--- config.mk ---
export PLATFORM = sky130hd
export DESIGN_NAME = rv2t_write_back_flat
export DESIGN_NICKNAME = d
export VERILOG_FILES = /design/src/rtl/rv2t_write_back_if.sv /design/src/rtl/rv2t_write_back.sv /design/src/flat_wrapper.sv
export SDC_FILE = /design/constraint.sdc
export NUM_CORES = 1
export LEC_CHECK = 0
export ABC_AREA = 0
export CAP_MARGIN = 20
export CORE_ASPECT_RATIO = 1.2
export CORE_MARGIN = 2
export CORE_UTILIZATION = 54
export CTS_BUF_LIST = sky130_fd_sc_hd__clkbuf_4 sky130_fd_sc_hd__clkbuf_8
export DETAILED_ROUTE_END_ITERATION = 7
export PLACE_DENSITY = 0.92
export SYNTH_ARGS = -nofsm -noshare
export SYNTH_HDL_FRONTEND = slang
export SYNTH_SLANG_ARGS = --single-unit
--- constraint.sdc ---
create_clock -name clk -period 4 [get_ports clk]
set_input_delay 0.4 -clock clk [delete_from_list [all_inputs] [get_ports clk]]
set_output_delay 0.4 -clock clk [all_outputs]
set_load 0.02 [all_outputs]
--- src/rtl/rv2t_write_back_if.sv ---
// Write-back stage bundle: ALU/load results in, register-file write port and
// decode hazard signals out.
interface rv2t_write_back_if #(
    parameter int unsigned XLEN          = 32,
    parameter int unsigned REG_ADDR_BITS = 5,
    parameter int unsigned LD_BUF_DEPTH  = 2
);
    localparam int unsigned CNT_W = $clog2(LD_BUF_DEPTH + 1);

    logic                     alu_valid;
    logic [REG_ADDR_BITS-1:0] alu_rd;
    logic [XLEN-1:0]          alu_data;

    logic                     ld_valid;
    logic                     ld_ready;
    logic [REG_ADDR_BITS-1:0] ld_rd;
    logic [2:0]               ld_funct3;
    logic [1:0]               ld_addr_low;
    logic [XLEN-1:0]          ld_raw;

    logic [REG_ADDR_BITS-1:0] query_rs1;
    logic [REG_ADDR_BITS-1:0] query_rs2;
    logic                     stall_rs1;
    logic                     stall_rs2;

    logic                     wb_enable;
    logic [REG_ADDR_BITS-1:0] wb_addr;
    logic [XLEN-1:0]          wb_data;
    logic [CNT_W-1:0]         buf_count;

    modport master (
        output alu_valid, alu_rd, alu_data,
        output ld_valid, ld_rd, ld_funct3, ld_addr_low, ld_raw,
        output query_rs1, query_rs2,
        input  ld_ready, stall_rs1, stall_rs2,
        input  wb_enable, wb_addr, wb_data, buf_count
    );

    modport slave (
        input  alu_valid, alu_rd, alu_data,
        input  ld_valid, ld_rd, ld_funct3, ld_addr_low, ld_raw,
        input  query_rs1, query_rs2,
        output ld_ready, stall_rs1, stall_rs2,
        output wb_enable, wb_addr, wb_data, buf_count
    );
endinterface

--- src/rtl/rv2t_write_back.sv ---
// RV2T write-back: arbitrates ALU and formatted load results onto the single
// register-file write port, parking losing loads in a small ordered buffer.
module rv2t_write_back #(
    parameter int unsigned LD_BUF_DEPTH  = 2,
    parameter int unsigned XLEN          = 32,
    parameter int unsigned REG_ADDR_BITS = 5
) (
    input logic            clk,
    input logic            reset,
    input logic            sync_reset,
    rv2t_write_back_if.slave bus
);
    localparam int unsigned CNT_W = $clog2(LD_BUF_DEPTH + 1);
    localparam int unsigned IDX_W = $clog2(LD_BUF_DEPTH);
    localparam logic [CNT_W-1:0] DEPTH_C = CNT_W'(LD_BUF_DEPTH);

    typedef logic [REG_ADDR_BITS-1:0] rd_t;
    typedef logic [XLEN-1:0]          data_t;

    rd_t              buf_rd_q   [LD_BUF_DEPTH];
    rd_t              buf_rd_d   [LD_BUF_DEPTH];
    data_t            buf_data_q [LD_BUF_DEPTH];
    data_t            buf_data_d [LD_BUF_DEPTH];
    logic [CNT_W-1:0] cnt_q, cnt_d;

    logic  wb_en_q, wb_en_d;
    rd_t   wb_addr_q, wb_addr_d;
    data_t wb_data_q, wb_data_d;

    logic       alu_wr, ld_acc, ld_live, buf_empty, pop, push;
    logic       stall1, stall2;
    logic [7:0]  ld_byte;
    logic [15:0] ld_half;
    data_t      ld_fmt;

    assign bus.ld_ready  = (cnt_q < DEPTH_C);
    assign bus.wb_enable = wb_en_q;
    assign bus.wb_addr   = wb_addr_q;
    assign bus.wb_data   = wb_data_q;
    assign bus.buf_count = cnt_q;
    assign bus.stall_rs1 = stall1;
    assign bus.stall_rs2 = stall2;

    always_comb begin
        ld_byte = bus.ld_raw[{bus.ld_addr_low, 3'b000} +: 8];
        ld_half = bus.ld_raw[{bus.ld_addr_low[1], 4'b0000} +: 16];
        case (bus.ld_funct3)
            3'b000:  ld_fmt = {{(XLEN-8){ld_byte[7]}}, ld_byte};
            3'b001:  ld_fmt = {{(XLEN-16){ld_half[15]}}, ld_half};
            3'b100:  ld_fmt = {{(XLEN-8){1'b0}}, ld_byte};
            3'b101:  ld_fmt = {{(XLEN-16){1'b0}}, ld_half};
            default: ld_fmt = bus.ld_raw;
        endcase
    end

    // A load racing a same-rd ALU write is older and simply dies here.
    always_comb begin
        alu_wr    = bus.alu_valid && (bus.alu_rd != '0);
        ld_acc    = bus.ld_valid && bus.ld_ready;
        ld_live   = ld_acc && (bus.ld_rd != '0) &&
                    !(alu_wr && (bus.alu_rd == bus.ld_rd));
        buf_empty = (cnt_q == '0);
        pop       = !alu_wr && !buf_empty;
        push      = ld_live && (alu_wr || !buf_empty);

        wb_en_d   = 1'b0;
        wb_addr_d = wb_addr_q;
        wb_data_d = wb_data_q;
        if (alu_wr) begin
            wb_en_d   = 1'b1;
            wb_addr_d = bus.alu_rd;
            wb_data_d = bus.alu_data;
        end else if (pop) begin
            wb_en_d   = 1'b1;
            wb_addr_d = buf_rd_q[0];
            wb_data_d = buf_data_q[0];
        end else if (ld_live) begin
            wb_en_d   = 1'b1;
            wb_addr_d = bus.ld_rd;
            wb_data_d = ld_fmt;
        end
    end

    // Compact survivors toward entry 0 (oldest), then append the new load.
    always_comb begin
        logic [CNT_W-1:0] n;
        buf_rd_d   = buf_rd_q;
        buf_data_d = buf_data_q;
        n          = '0;
        for (int unsigned i = 0; i < LD_BUF_DEPTH; i++) begin
            if ((CNT_W'(i) < cnt_q) && !(pop && (i == 0)) &&
                !(alu_wr && (buf_rd_q[i] == bus.alu_rd))) begin
                buf_rd_d[n[IDX_W-1:0]]   = buf_rd_q[i];
                buf_data_d[n[IDX_W-1:0]] = buf_data_q[i];
                n = n + CNT_W'(1);
            end
        end
        if (push) begin
            buf_rd_d[n[IDX_W-1:0]]   = bus.ld_rd;
            buf_data_d[n[IDX_W-1:0]] = ld_fmt;
            n = n + CNT_W'(1);
        end
        cnt_d = n;
    end

    always_comb begin
        stall1 = 1'b0;
        stall2 = 1'b0;
        for (int unsigned i = 0; i < LD_BUF_DEPTH; i++) begin
            if (CNT_W'(i) < cnt_q) begin
                if ((bus.query_rs1 != '0) && (buf_rd_q[i] == bus.query_rs1)) stall1 = 1'b1;
                if ((bus.query_rs2 != '0) && (buf_rd_q[i] == bus.query_rs2)) stall2 = 1'b1;
            end
        end
    end

    always_ff @(posedge clk or posedge reset) begin
        if (reset) begin
            cnt_q     <= '0;
            wb_en_q   <= 1'b0;
            wb_addr_q <= '0;
            wb_data_q <= '0;
            for (int unsigned i = 0; i < LD_BUF_DEPTH; i++) begin
                buf_rd_q[i]   <= '0;
                buf_data_q[i] <= '0;
            end
        end else if (sync_reset) begin
            cnt_q     <= '0;
            wb_en_q   <= 1'b0;
            wb_addr_q <= '0;
            wb_data_q <= '0;
            for (int unsigned i = 0; i < LD_BUF_DEPTH; i++) begin
                buf_rd_q[i]   <= '0;
                buf_data_q[i] <= '0;
            end
        end else begin
            cnt_q     <= cnt_d;
            wb_en_q   <= wb_en_d;
            wb_addr_q <= wb_addr_d;
            wb_data_q <= wb_data_d;
            for (int unsigned i = 0; i < LD_BUF_DEPTH; i++) begin
                buf_rd_q[i]   <= buf_rd_d[i];
                buf_data_q[i] <= buf_data_d[i];
            end
        end
    end
endmodule

--- src/flat_wrapper.sv ---
// flat-port wrapper written by rule: the top's interface ports become plain ports
module rv2t_write_back_flat 
#(
    parameter int unsigned LD_BUF_DEPTH  = 2,
    parameter int unsigned XLEN          = 32,
    parameter int unsigned REG_ADDR_BITS = 5
)
  (clk, reset, sync_reset, bus_alu_valid, bus_alu_rd, bus_alu_data, bus_ld_valid, bus_ld_rd, bus_ld_funct3, bus_ld_addr_low, bus_ld_raw, bus_query_rs1, bus_query_rs2, bus_ld_ready, bus_stall_rs1, bus_stall_rs2, bus_wb_enable, bus_wb_addr, bus_wb_data, bus_buf_count);
  rv2t_write_back_if #(.XLEN(XLEN), .REG_ADDR_BITS(REG_ADDR_BITS), .LD_BUF_DEPTH(LD_BUF_DEPTH)) bus_i ();
  input logic clk;
  input logic reset;
  input logic sync_reset;
  input wire logic [$bits(bus_i.alu_valid)-1:0] bus_alu_valid;
  input wire logic [$bits(bus_i.alu_rd)-1:0] bus_alu_rd;
  input wire logic [$bits(bus_i.alu_data)-1:0] bus_alu_data;
  input wire logic [$bits(bus_i.ld_valid)-1:0] bus_ld_valid;
  input wire logic [$bits(bus_i.ld_rd)-1:0] bus_ld_rd;
  input wire logic [$bits(bus_i.ld_funct3)-1:0] bus_ld_funct3;
  input wire logic [$bits(bus_i.ld_addr_low)-1:0] bus_ld_addr_low;
  input wire logic [$bits(bus_i.ld_raw)-1:0] bus_ld_raw;
  input wire logic [$bits(bus_i.query_rs1)-1:0] bus_query_rs1;
  input wire logic [$bits(bus_i.query_rs2)-1:0] bus_query_rs2;
  output wire logic [$bits(bus_i.ld_ready)-1:0] bus_ld_ready;
  output wire logic [$bits(bus_i.stall_rs1)-1:0] bus_stall_rs1;
  output wire logic [$bits(bus_i.stall_rs2)-1:0] bus_stall_rs2;
  output wire logic [$bits(bus_i.wb_enable)-1:0] bus_wb_enable;
  output wire logic [$bits(bus_i.wb_addr)-1:0] bus_wb_addr;
  output wire logic [$bits(bus_i.wb_data)-1:0] bus_wb_data;
  output wire logic [$bits(bus_i.buf_count)-1:0] bus_buf_count;
  assign bus_i.alu_valid = bus_alu_valid;
  assign bus_i.alu_rd = bus_alu_rd;
  assign bus_i.alu_data = bus_alu_data;
  assign bus_i.ld_valid = bus_ld_valid;
  assign bus_i.ld_rd = bus_ld_rd;
  assign bus_i.ld_funct3 = bus_ld_funct3;
  assign bus_i.ld_addr_low = bus_ld_addr_low;
  assign bus_i.ld_raw = bus_ld_raw;
  assign bus_i.query_rs1 = bus_query_rs1;
  assign bus_i.query_rs2 = bus_query_rs2;
  assign bus_ld_ready = bus_i.ld_ready;
  assign bus_stall_rs1 = bus_i.stall_rs1;
  assign bus_stall_rs2 = bus_i.stall_rs2;
  assign bus_wb_enable = bus_i.wb_enable;
  assign bus_wb_addr = bus_i.wb_addr;
  assign bus_wb_data = bus_i.wb_data;
  assign bus_buf_count = bus_i.buf_count;
  rv2t_write_back #(.LD_BUF_DEPTH(LD_BUF_DEPTH), .XLEN(XLEN), .REG_ADDR_BITS(REG_ADDR_BITS)) u_core (.clk(clk), .reset(reset), .sync_reset(sync_reset), .bus(bus_i));
endmodule
==> results of run 1 <==
layout make-up:
cell class | count | area, µm²
multi-input cells | 558 | 3660
clock buffers | 18 | 248
fillers | 927 | 3820
inverters | 7 | 28.8
well taps | 164 | 205
clock inverters | 14 | 185
flip-flops and latches | 114 | 2850
repair buffers | 157 | 1560
worst max-delay path, cell delays in order:
cell and delay, ns:
sky130_fd_sc_hd__clkdlybuf4s50_1 0.51, sky130_fd_sc_hd__xor2_1 0.21, sky130_fd_sc_hd__nor3_1 0.48, sky130_fd_sc_hd__a31o_2 0.26, sky130_fd_sc_hd__nor2_1 0.07, sky130_fd_sc_hd__ha_1 0.39, sky130_fd_sc_hd__nand2b_1 0.21, sky130_fd_sc_hd__or2_1 0.49
sky130_fd_sc_hd__buf_12 0.29, sky130_fd_sc_hd__a311oi_1 0.32
power by group:
part	switching, mW	internal (mW)
sequential	0.0831	1.26
combinational	0.613	0.403
clock	0.530	0.691
placed cells by master (no fill, tap or decap), types with 8 or more instances in the layout:
master and n:
sky130_fd_sc_hd__a311oi_2 15, sky130_fd_sc_hd__dfrtp_1 114, sky130_fd_sc_hd__nor2_1 10, sky130_fd_sc_hd__clkbuf_8 18
sky130_fd_sc_hd__clkdlybuf4s50_1 135, sky130_fd_sc_hd__a22o_1 37, sky130_fd_sc_hd__a21oi_1 35, sky130_fd_sc_hd__nor3_1 40
sky130_fd_sc_hd__a2bb2oi_1 8, sky130_fd_sc_hd__nand2_1 90, sky130_fd_sc_hd__or3_1 23, sky130_fd_sc_hd__and2_1 15
sky130_fd_sc_hd__buf_4 17, sky130_fd_sc_hd__a22oi_1 8, sky130_fd_sc_hd__xnor2_1 13, sky130_fd_sc_hd__o21ai_0 87
sky130_fd_sc_hd__xor2_1 22, sky130_fd_sc_hd__nand3_1 45, sky130_fd_sc_hd__a311oi_1 46
stage by stage:
step	area [µm²]	power [mW]
finish	8740	3.58
global route	8740	3.70
CTS	8720	3.53
detailed placement	8290	2.34
global placement	8290	2.30
floorplan	6910	1.95
kinds of logic (layout without fill, tap and decap cells):
group	after synthesis	in the layout	synth area share [%]
AOI/OAI and AO/OA	272	272	29.1
and+or+nand+nor	241	241	17.2
DFF	114	114	41.3
buffers and inverters	88	196	6.16
xor gates and xnor gates	35	35	4.44
muxes	8	8	1.47
adders and majority gates	2	2	0.362
layer usage:
layer,wire (µm),global-route usage [%],vias to the layer above
met5,0,0,-
met4,1210,18.0,0
met3,2710,7.63,142
met2,11000,56.0,634
met1,8340,45.1,3441
li1,-,-,3060
flip-flops by register name, indices dropped and copies added, names as in the netlist:
signal,cells
u_core.buf_rd_q,10
u_core.buf_data_q,64
u_core.bus.buf_count,2
u_core.bus.wb_data,32
u_core.bus.wb_addr,5
u_core.bus.wb_enable,1
final timing paths:
| check | start | end | slack [ns] | cells after the start |
|---|---|---|---|---|
| min in group clk | sync_reset | u_core.bus.wb_enable | 0.42 | 2 |
| setup / recovery | bus_alu_rd[4] | u_core.buf_rd_q[7] | 0.69 | 10 |
| setup reg to reg | u_core.buf_rd_q[9] | u_core.buf_rd_q[7] | 0.71 | 9 |
| max in group asynchronous | reset | u_core.buf_data_q[36] | 2.83 | 3 |
| hold / removal | reset | u_core.bus.wb_data[21] | 0.40 | 2 |
| hold reg to reg | u_core.buf_data_q[14] | u_core.buf_data_q[14] | 0.51 | 1 |
==> impl_metrics.yaml, run 1 <==
layout:
  finalCoreUtilization_pct: 69.6
  syn2layout_area_growth_pct: 26.5
  finalNetCount: 951
  stdcell_count: 1032
  count_of_antenna_diodes_in_the_layout: 0
  drive_above_1_share_pct: 10.4
sta:
  fin_worst_hold_slack_ns: 0.400
  final_worst_setup_slack_ns: 0.694
  fmax_mhz: 302
  timing_worst_slew_pin_value_ns: 0.873
  count_of_endpoints_failing_hold_in_the_final_timing_report: 0
  finalSetupTns_ns: 0
  finalClockSkew_ns: 0.00685
  setup_viol: 0
  relSlewSlack_pct: 41.6
  final-max-slew-violation-count: 0
  min_period_over_period_pct: 82.7
  rsz0062_at_grt: "false"
  final.min_clock_period_ns: 3.31
route:
  drt-total-wl_um: 23200
  final_antenna_net_count: 0
  dr.first_iter.drc_count: 971
  route.detailed.wl_per_inst_um: 22.5
  dr_total_vias: 7277
  drt_pass1_iterations: 7
  remaining_drc_errors: 0
  routed_via_density: 7.05
place:
  place_congestion: 0.947
  post-place-ws_ns: 0.494
  portbufs: 136
  numPlacedInstances: 999
  dp_hpwl_um: 14900
synthesis:
  ys_types: 55
  synth.cell_area_um2: 6910
  netlist_top_cells_count: "sky130_fd_sc_hd__dfrtp_1 (114), sky130_fd_sc_hd__nand2_1 (90), sky130_fd_sc_hd__o21ai_0 (87), sky130_fd_sc_hd__clkbuf_1 (48), sky130_fd_sc_hd__a311oi_1 (46)"
  synth_top_area_cell: "sky130_fd_sc_hd__dfrtp_1"
  postSynth.asyncResetShare_pct: 100
  synth_sequential_area_ratio_pct: 41.3
  synth.most_common_cell: "sky130_fd_sc_hd__dfrtp_1"
  synth_fp_nets: 856
  netlist_instances: 760
  synth_enable_flop_cells: 0
  syn_avg_cell_area_um2: 9.09
  postSynth.topFlopCell: "sky130_fd_sc_hd__dfrtp_1"
  synth_top_cells_by_area: "sky130_fd_sc_hd__dfrtp_1 (41%), sky130_fd_sc_hd__o21ai_0 (6.3%), sky130_fd_sc_hd__a311oi_1 (5.8%), sky130_fd_sc_hd__nand2_1 (4.9%), sky130_fd_sc_hd__a22o_1 (4.7%)"
  synth_seq_cells: 114
  synth.top_cell.area_share_pct: 41.3
  synthesis_warnings: 0
grt:
  first_global_vias: 7267
  maximum_number_of_pins_on_one_net_before_global_route_repair: 61
  global_route_usage_over_all_layers_pct: 35.2
  globalRouteOverflowTotal: 0
  antenna_violations_before_repair: 0
  grt_pass1_wl_um: 37800
clock_tree:
  cts_resized: 0
  clock_tree_from_tritoncts: "yes"
  clock_network_latency_to_the_later_pin_of_the_worst_skew_pair_ns: 0.46
  cts_max_level: 4
  cts.repair_timing.setup_buffer_count: 0
  clkTransAtPathRegs_ns: 0.08
  clock_tree.root_cell: "sky130_fd_sc_hd__clkbuf_8"
  tritoncts_num_sinks: 114
  numCtsBuffers: 17
  cts_max_path_buffers: 2
  number_of_hold_buffers_added_after_cts: 0
outcome:
  outcome: "finished clean"
power_and_ir_drop:
  power-per-cell-area_nw_per_um2: 410
  total_leakage_power_nw: 3.40
  ir_drop_v: 0.000240
floorplanning:
  placement_rows: 45
  placeableCoreArea_um2: 12600
  die-area_um2: 13700
  dieHeight_um: 128
  top_level_ports: 137
  chipWidth_um: 107
  floorplan.initialDensity_pct: 55.0
critical_path:
  worst-path-max-fanout: 25
  criticalPathCategory: "input pin to flop"
  worst-endpoint-arrival_ns: 3.64
  cp.required_ns: 4.34
  setup.worst_path.end_class: "flop"
  cp-start-kind: "input pin"
job:
  drv_cap: 0
hold_path:
  hp-class: "input pin to asynchronous set/reset pin"
Power figures use the tool's default switching activity.
==> run 2, diff against run 1 <==
==> constraint.sdc (replaced) <==
create_clock -name clk -period 3.15 [get_ports clk]
set_input_delay 0.315 -clock clk [delete_from_list [all_inputs] [get_ports clk]]
set_output_delay 0.315 -clock clk [all_outputs]
set_load 0.02 [all_outputs]
==> impl_metrics.yaml, run 2 (synthesis results as in run 1) <==
layout:
  syn2layout_area_growth_pct: 28.4
  finalCoreUtilization_pct: 70.7
  drive_above_1_share_pct: 11.9
  stdcell_count: 1047
  layout.cells.most_common_list: "sky130_fd_sc_hd__clkdlybuf4s50_1 (135), sky130_fd_sc_hd__dfrtp_1 (114), sky130_fd_sc_hd__nand2_1 (90), sky130_fd_sc_hd__o21ai_0 (87), sky130_fd_sc_hd__a311oi_1 (46)"
  count_of_antenna_diodes_in_the_layout: 0
  mostFrequentLayoutCell: "sky130_fd_sc_hd__clkdlybuf4s50_1"
  largest-register: "u_core.buf_data_q"
  largest_register_ff_count: 64
  finalNetCount: 970
power_and_ir_drop:
  power_switching_mw: 1.46
  p_total_mw: 4.39
  sw_frac_of_total_pct: 33.2
  ir_drop_v: 0.000291
  sequential_group_share_of_total_power_pct: 38.9
  p_int_mw: 2.93
  combinational_group_share_of_total_power_pct: 30.0
  power-per-cell-area_nw_per_um2: 495
  total_leakage_power_nw: 3.48
  p_clk_share_pct: 31.1
clock_tree:
  number_of_hold_buffers_added_after_cts: 0
  clock_tree_from_tritoncts: "yes"
  clock_tree.root_cell: "sky130_fd_sc_hd__clkbuf_8"
  clkTransAtPathRegs_ns: 0.07
  cts_max_path_buffers: 2
  cts.repair_timing.setup_buffer_count: 0
  numCtsBuffers: 17
  cts_max_level: 4
  tritoncts_num_sinks: 114
  clock_network_latency_to_the_later_pin_of_the_worst_skew_pair_ns: 0.44
  cts_resized: 0
place:
  numPlacedInstances: 1019
  dp_hpwl_um: 15300
  place_congestion: 1.01
  portbufs: 136
sta:
  count_of_endpoints_failing_hold_in_the_final_timing_report: 0
  finalSetupTns_ns: 0
  rsz0062_at_grt: "false"
  relSlewSlack_pct: 35.1
  timing_worst_slew_pin_value_ns: 0.974
  final-max-slew-violation-count: 0
  fmax_mhz: 366
  setup_viol: 0
  final.min_clock_period_ns: 2.74
  finalClockSkew_ns: 0.00910
  min_period_over_period_pct: 86.8
floorplanning:
  dieHeight_um: 128
  top_level_ports: 137
  placement_rows: 45
  placeableCoreArea_um2: 12600
  floorplan.initialDensity_pct: 55.0
  die-area_um2: 13700
  chipWidth_um: 107
route:
  dr.first_iter.drc_count: 946
  drt_pass1_iterations: 8
  final_antenna_net_count: 0
  drt-total-wl_um: 22700
  route.detailed.wl_per_inst_um: 21.7
  dr_total_vias: 7150
  routed_via_density: 6.83
  remaining_drc_errors: 3
outcome:
  violated_checks: "design-rule violations"
  outcome: "finished with violations"
grt:
  antenna_violations_before_repair: 0
  globalRouteOverflowTotal: 0
  maximum_number_of_pins_on_one_net_before_global_route_repair: 51
  first_global_vias: 7041
  global_route_usage_over_all_layers_pct: 33.6
  grt_pass1_wl_um: 36200
job:
  drv_cap: 0
critical_path:
  worst-endpoint-arrival_ns: 3.05
  setup.worst_path.end_class: "flop"
  worst-path-max-fanout: 21
  cp-start-kind: "flop"
  criticalPathCategory: "flop to flop"
  cp.required_ns: 3.47
hold_path:
  hp-class: "input pin to asynchronous set/reset pin"
==> run 2: metal layers <==
metal	global-route usage [%]	share of wire (%)
met1	42.7	37
met2	53.9	47
met3	6.81	10
met4	18.3	5.0
met5	0	0
==> run 2: stage by stage <==
step | hold slack (ns) | worst slack (ns) | instance area [µm²]
final | 0.310 | 0.415 | 8870
after global routing | 0.354 | 0.275 | 8870
after CTS | 0.327 | 0.451 | 8870
after detailed placement | 0.486 | 0.0507 | 8490
after global placement | 0.482 | 0.177 | 8490
after floorplan | 0.455 | 0.246 | 6910
==> run 2: final cells by class <==
cell class | count | area (µm²)
sequential | 114 | 2850
tap | 164 | 205
clock inverter | 5 | 78.8
fill | 874 | 3680
clock buffer | 23 | 304
timing repair buffer | 176 | 1740
inverter | 7 | 30.0
multi-input combinational | 558 | 3660
==> run 2: critical path: stages (launching register included) <==
cell	delay, ns
sky130_fd_sc_hd__dfrtp_1	0.47
sky130_fd_sc_hd__xor2_1	0.17
sky130_fd_sc_hd__nor3_1	0.43
sky130_fd_sc_hd__a31o_2	0.23
sky130_fd_sc_hd__nor2_1	0.06
sky130_fd_sc_hd__ha_1	0.30
sky130_fd_sc_hd__nand2b_1	0.18
sky130_fd_sc_hd__or2_1	0.24
sky130_fd_sc_hd__buf_4	0.23
sky130_fd_sc_hd__a311oi_1	0.29
==> run 2: path summary, 6_finish.rpt <==
kind                                           start                      to  slack [ns]  cells after the start
worst max-delay path              u_core.buf_rd_q[9]   u_core.buf_data_q[47]        0.41                      9
worst min-delay path                           reset  u_core.bus.wb_data[23]        0.31                      2
worst max register to register    u_core.buf_rd_q[9]   u_core.buf_data_q[47]        0.41                      9
worst min register to register  u_core.buf_data_q[8]    u_core.buf_data_q[8]        0.51                      1
max in group asynchronous                      reset   u_core.buf_data_q[36]        2.16                      3
min in group clk                    bus_alu_data[14]  u_core.bus.wb_data[14]        0.51                      3
==> run 2: power groups by stage <==
stage               Clock [mW]  Combinational [mW]  Sequential, mW
global placement             0                1.25            1.72
global route              1.43                1.40            1.72
detailed placement           0                1.28            1.73
floorplan                    0               0.705            1.77
finish                    1.37                1.32            1.71
CTS                       1.36                1.29            1.70
